## src/rtl/fifo_stream_reader_if.sv

```systemverilog
// Handshake bundle between the stream reader, its FIFO read port and the downstream sink.
// master: the reader (drives pop strobe and stream word); slave: FIFO/sink side.
// Signals: fifo_empty, fifo_rd_dat, fifo_rd_en (FIFO port); out_vld, out_dat, out_rdy (stream).
`timescale 1ns/1ps
interface fifo_stream_reader_if #(
    parameter int DataWidth = 32
);
    logic                 fifo_empty;
    logic [DataWidth-1:0] fifo_rd_dat;
    logic                 fifo_rd_en;
    logic                 out_vld;
    logic [DataWidth-1:0] out_dat;
    logic                 out_rdy;

    modport master (
        input  fifo_empty,
        input  fifo_rd_dat,
        output fifo_rd_en,
        output out_vld,
        output out_dat,
        input  out_rdy
    );

    modport slave (
        output fifo_empty,
        output fifo_rd_dat,
        input  fifo_rd_en,
        input  out_vld,
        input  out_dat,
        output out_rdy
    );
endinterface

```

## src/rtl/fifo_stream_reader.sv

```systemverilog
// Pops a programmed number of FIFO words and re-presents them as a valid/ready stream.
// Latency: word popped at edge N is valid in cycle N+1 (empty buffer); 1 word/cycle sustained.
// Backpressure: 2-entry skid buffer; pops stall when it is full, so out_rdy never reaches fifo_rd_en.
// Ports: clk, rst (async, active-high); start_i pulse, word_limit_i (0 = unlimited), stop_i level;
//        busy_o (RUN/FLUSH), done_o (1-cycle pulse), word_count_o (words popped);
//        bus: FIFO read port and output stream (fifo_stream_reader_if.master).
`timescale 1ns/1ps
module fifo_stream_reader #(
    parameter int DataWidth  = 32,
    parameter int CountWidth = 16
) (
    input  logic                  clk,
    input  logic                  rst,
    input  logic                  start_i,
    input  logic [CountWidth-1:0] word_limit_i,
    input  logic                  stop_i,
    output logic                  busy_o,
    output logic                  done_o,
    output logic [CountWidth-1:0] word_count_o,
    fifo_stream_reader_if.master  bus
);

    typedef enum logic [1:0] {
        IDLE  = 2'd0,
        RUN   = 2'd1,
        FLUSH = 2'd2,
        DONE  = 2'd3
    } state_e;

    state_e                  state_q;
    logic                    busy_q;
    logic                    done_q;
    logic [CountWidth-1:0]   limit_q;
    logic [CountWidth-1:0]   count_q;
    logic [CountWidth-1:0]   count_inc;

    // Output buffer: head_q is the oldest word, tail_q the second one.
    logic [1:0]              occ_q,  occ_d;
    logic [DataWidth-1:0]    head_q, head_d;
    logic [DataWidth-1:0]    tail_q, tail_d;

    logic                    limit_reached;
    logic                    rd_en;
    logic                    out_pop;

    assign limit_reached = (limit_q != '0) && (count_q == limit_q);

    // Only registered state plus the FIFO flag and stop qualify the pop; out_rdy is
    // deliberately absent so the downstream ready never feeds the FIFO pointer logic.
    assign rd_en = (state_q == RUN) && !bus.fifo_empty && (occ_q < 2'd2)
                   && !stop_i && !limit_reached;

    assign out_pop = (occ_q != 2'd0) && bus.out_rdy;

    // Saturating increment; with a non-zero limit the count never gets near all-ones.
    assign count_inc = (count_q == '1) ? count_q : count_q + CountWidth'(1);

    // ------------------------------------------------------------------
    // Buffer next state
    // ------------------------------------------------------------------
    always_comb begin
        occ_d  = occ_q;
        head_d = head_q;
        tail_d = tail_q;
        unique case ({rd_en, out_pop})
            2'b10: begin
                if (occ_q == 2'd0) begin
                    head_d = bus.fifo_rd_dat;
                    occ_d  = 2'd1;
                end else begin
                    tail_d = bus.fifo_rd_dat;
                    occ_d  = 2'd2;
                end
            end
            2'b01: begin
                // Shift the second entry forward; with occ==1 tail is a stale copy.
                head_d = tail_q;
                occ_d  = occ_q - 2'd1;
            end
            2'b11: begin
                // Push needs occ<2 and pop needs occ>0, so occ is 1 here: replace the head.
                head_d = bus.fifo_rd_dat;
            end
            default: begin
            end
        endcase
    end

    always_ff @(posedge clk or posedge rst) begin
        if (rst) begin
            occ_q  <= 2'd0;
            head_q <= '0;
            tail_q <= '0;
        end else begin
            occ_q  <= occ_d;
            head_q <= head_d;
            tail_q <= tail_d;
        end
    end

    // ------------------------------------------------------------------
    // Transfer FSM with registered busy/done
    // ------------------------------------------------------------------
    always_ff @(posedge clk or posedge rst) begin
        if (rst) begin
            state_q <= IDLE;
            busy_q  <= 1'b0;
            done_q  <= 1'b0;
            limit_q <= '0;
            count_q <= '0;
        end else begin
            case (state_q)
                IDLE: begin
                    if (start_i) begin
                        state_q <= RUN;
                        busy_q  <= 1'b1;
                        limit_q <= word_limit_i;
                        count_q <= '0;
                    end
                end
                RUN: begin
                    if (rd_en) begin
                        count_q <= count_inc;
                    end
                    if (stop_i || (rd_en && (limit_q != '0) && (count_inc == limit_q))) begin
                        state_q <= FLUSH;
                    end
                end
                FLUSH: begin
                    // Wait for the downstream to take every buffered word.
                    if (occ_q == 2'd0) begin
                        state_q <= DONE;
                        busy_q  <= 1'b0;
                        done_q  <= 1'b1;
                    end
                end
                DONE: begin
                    state_q <= IDLE;
                    done_q  <= 1'b0;
                end
            endcase
        end
    end

    assign bus.fifo_rd_en = rd_en;
    assign bus.out_vld    = (occ_q != 2'd0);
    assign bus.out_dat    = head_q;
    assign busy_o         = busy_q;
    assign done_o         = done_q;
    assign word_count_o   = count_q;

endmodule

```

## src/flat_wrapper.sv

```systemverilog
// flat-port wrapper written by rule: the top's interface ports become plain ports
module fifo_stream_reader_flat 
#(
    parameter int DataWidth  = 32,
    parameter int CountWidth = 16
)
  (clk, rst, start_i, word_limit_i, stop_i, busy_o, done_o, word_count_o, bus_fifo_empty, bus_fifo_rd_dat, bus_fifo_rd_en, bus_out_vld, bus_out_dat, bus_out_rdy);
  fifo_stream_reader_if #(.DataWidth(DataWidth)) bus_i ();
  input  logic clk;
  input  logic rst;
  input  logic start_i;
  input  logic [CountWidth-1:0] word_limit_i;
  input  logic stop_i;
  output logic busy_o;
  output logic done_o;
  output logic [CountWidth-1:0] word_count_o;
  input wire logic [$bits(bus_i.fifo_empty)-1:0] bus_fifo_empty;
  input wire logic [$bits(bus_i.fifo_rd_dat)-1:0] bus_fifo_rd_dat;
  output wire logic [$bits(bus_i.fifo_rd_en)-1:0] bus_fifo_rd_en;
  output wire logic [$bits(bus_i.out_vld)-1:0] bus_out_vld;
  output wire logic [$bits(bus_i.out_dat)-1:0] bus_out_dat;
  input wire logic [$bits(bus_i.out_rdy)-1:0] bus_out_rdy;
  assign bus_i.fifo_empty = bus_fifo_empty;
  assign bus_i.fifo_rd_dat = bus_fifo_rd_dat;
  assign bus_fifo_rd_en = bus_i.fifo_rd_en;
  assign bus_out_vld = bus_i.out_vld;
  assign bus_out_dat = bus_i.out_dat;
  assign bus_i.out_rdy = bus_out_rdy;
  fifo_stream_reader #(.DataWidth(DataWidth), .CountWidth(CountWidth)) u_core (.clk(clk), .rst(rst), .start_i(start_i), .word_limit_i(word_limit_i), .stop_i(stop_i), .busy_o(busy_o), .done_o(done_o), .word_count_o(word_count_o), .bus(bus_i));
endmodule
```

## config.mk

```make
export PLATFORM = sky130hd
export DESIGN_NAME = fifo_stream_reader_flat
export DESIGN_NICKNAME = d
export VERILOG_FILES = /design/src/rtl/fifo_stream_reader_if.sv /design/src/rtl/fifo_stream_reader.sv /design/src/flat_wrapper.sv
export SDC_FILE = /design/constraint.sdc
export NUM_CORES = 1
export LEC_CHECK = 0
export BUFFER_PORTS_ARGS = -buffer_cell sky130_fd_sc_hd__buf_2
export CORE_MARGIN = 3
export CORE_UTILIZATION = 60
export CTS_BUF_LIST = sky130_fd_sc_hd__clkbuf_16
export CTS_CLUSTER_DIAMETER = 30
export CTS_CLUSTER_SIZE = 24
export DETAILED_ROUTE_END_ITERATION = 10
export PLACE_DENSITY_LB_ADDON = 0.05
export SETUP_SLACK_MARGIN = 0.02
export SLEW_MARGIN = 15
export SYNTH_ARGS = -nofsm -noshare
export SYNTH_HDL_FRONTEND = slang
export SYNTH_SLANG_ARGS = --single-unit
```

## constraint.sdc

```tcl
create_clock -name clk -period 6.5 [get_ports clk]
set_input_delay 1.95 -clock clk [delete_from_list [all_inputs] [get_ports clk]]
set_output_delay 1.95 -clock clk [all_outputs]
set_load 0.1 [all_outputs]
```

==> reports/metrics.yaml <==
route:
  wl_per_cell_um: 17.55
  final_antenna_net_count: 0
  initialDrtViolationCount: 270
  first_pass_iters: 5
  routed_via_density: 5.914
  vias: 4217
  drc: 0
  wirelength_um: 12520
worst_setup_path:
  arrival_ns: 3.63
  r2r_start: "u_core.state_q[1]"
  worstPathRequired_ns: 4.55
  cp-startpoint: "stop_i"
  path_class: "input port to primary output"
  reg2reg_depth: 11
  worstPathMaxFanout: 6
  startpoint_type: "input port"
  end_kind: "primary output"
logic_synthesis:
  yosysUniqueCellTypes: 50
  synth_area_per_cell_um2: 10.29
  yosysWarnings: 0
  yosysTopAreaCellShare: 0.4789
  netlist_instances: 518
  synth-edff-count: 0
  syn_nets: 580
  netlist_area_um2: 5330
  yosysTopAreaCell: "dfrtp_1"
  netlist_top_cells_area: "dfrtp_1 (48%), mux2_2 (10%), mux2i_1 (6.2%)"
  synth-main-ff-cell: "dfrtp_1"
  ys_ff_latch: 102
  async_flop_share: 1.000
  yosysSeqAreaShare: 0.4789
cells_and_area:
  finish.instance_area_um2: 6198
  layout-drive-gt1-share: 0.3109
  final_net_count: 665
  antenna_cells: 0
  layout_common_cells: "buf_2 (105), dfrtp_1 (102), nand2_1 (64)"
  area.growth.synth_to_final_pct: 16.29
  layout_commonest_cell: "buf_2"
die:
  num_rows: 33
  initial_core_util: 0.6328
  die_h_um: 100.3
  ios: 106
  die_area_um2: 10050
  core_region_area_um2: 8423
  fp.dieW_um: 100.3
cts:
  postCtsHoldBufs: 0
  tritoncts: "built"
  numCtsBuffers: 9
  post_cts_resized: 0
  tritoncts_num_sinks: 102
  htreeDepth: 3
  postCtsSetupBuffers: 0
  clkLatencyLatePin_ns: 0.35
  clk_pin_slew_ns: 0.08
  root_buffer: "clkbuf_16"
  clockBufferDepth: 2
placement:
  place_area_um2: 5882
  dp_hpwl_um: 8786
  globalplace.congestion: 0.9912
  io_buffer_count: 105
global_route:
  grt_max_degree: 65
  overflow: 0
  grt_first_pass_wirelength_um: 20470
  grt_use_total: 0.2560
  antenna_found_initial: 0
  grt_pass1_vias: 4204
run_status:
  outcome: "finished clean"
timing:
  hold_viol_final: 0
  max_freq_mhz: 179.3
  setup_violations: 0
  rsz0062_at_grt: "false"
  fin_crit_ns: 5.578
  finalCritPeriodShare: 0.8581
  setup_tns_ns: 0
  slew_headroom: 0.2753
  drv_slew: 0
  fin_skew_ns: 0.01320
  worst_pin_slew_ns: 1.087
hold_path:
  hold_path.class: "register to register"
  whs_path_depth: 2
  min_from: "u_core.bus.out_dat[22]"
flow_run:
  maxCapViolations: 0
pwr:
  ir_worst_vdd_v: 0.0004590
  power.leakage_nw: 2.856
  power_density_nw_per_um2: 540.1
==> final timing paths <==
check	end	slack, ns
worst min register to register	u_core.bus.out_dat[22]	0.48
worst min-delay path	u_core.bus.out_dat[22]	0.48
min in group asynchronous	u_core.bus.out_dat[13]	1.69
worst max-delay path	bus_fifo_rd_en	0.92
max in group asynchronous	u_core.limit_q[13]	3.72
worst max register to register	u_core.occ_q[1]	3.02
==> synthesized netlist by cell type, types with 2 or more instances <==
master     number
xnor2_1        19
nor4_1          8
a2111oi_2       2
xor2_1          9
a21oi_1        26
mux2i_1        33
buf_1           3
inv_1          14
nand3_2         2
nand2b_1        3
o31ai_1         2
nor3_1         10
dfrtp_1       102
buf_4           2
and4_1          3
nand3_1        15
clkbuf_1       17
nor3b_1         2
nand4_2         2
a31oi_1         3
buf_2          12
nand4b_1        2
nor2b_1         4
nand4_1        10
mux2_2         48
nor2_1         18
ha_1            8
nand2_1        64
o211ai_1        2
o21ai_0        52
or3_1           2
==> metal layers <==
layer,up-vias,wire length [µm],GRT usage
li1,2006,-,-
met1,2034,5387,0.3420
met2,162,5984,0.4052
met3,15,995,0.07436
met4,0,147,0.07979
met5,-,0,0
==> flip-flops by register name, indices dropped and copies added, names as in the netlist <==
| register | cells |
|---|---|
| u_core.bus.out_dat | 32 |
| u_core.done_o | 1 |
| u_core.word_count_o | 16 |
| u_core.tail_q | 32 |
| u_core.limit_q | 16 |
| u_core.occ_q | 2 |
| u_core.state_q | 2 |
| u_core.busy_o | 1 |
==> area by class of cell <==
type                            count  area (µm²)
Clock inverter                      7       91.34
Clock buffer                        9       225.2
Multi-Input combinational cell    368        2595
Sequential cell                   102        2552
Inverter                           14       55.05
Fill cell                         624        2225
Tap cell                          105       131.4
Timing Repair Buffer              108       548.0
==> cells by family after synthesis <==
family                   synth area share
buffers and inverters             0.03803
AND/OR/NAND/NOR                    0.1493
adder cells (fa/ha/maj)           0.01878
flip-flops                         0.4789
multiplexers                       0.1655
XOR/XNOR                          0.04601
AO/OA/AOI/OAI                      0.1035
==> metrics by stage <==
stage          utilization  hold WS, ns  power, W  worst slack, ns  cells
3_3_place_gp        0.6983       0.4555  0.002747            1.081    697
3_5_place_dp        0.6983       0.4654  0.002800           0.9484    697
2_1_floorplan            -       0.4458  0.002462           0.5235    518
4_1_cts             0.7359       0.4816  0.003359           0.9509    713
6_report            0.7359       0.4766  0.003348           0.9221    713
5_1_grt             0.7359       0.5146  0.003523           0.7938    713
==> power breakdown <==
part / total, W / internal, W / leakage (nW) / switching, W
Clock: 0.000551 / 0.000278 / 0.152 / 0.000273
Sequential: 0.00108 / 0.000881 / 1.30 / 0.000200
Combinational: 0.00172 / 0.000445 / 1.41 / 0.00127
==> worst max-delay path, cell delays in order <==
cell	delay (ns)
buf_2	0.09
nand2b_1	0.15
nor3_1	0.24
inv_1	0.07
a31oi_1	0.57
buf_2	0.55
Power figures use the tool's default switching activity.
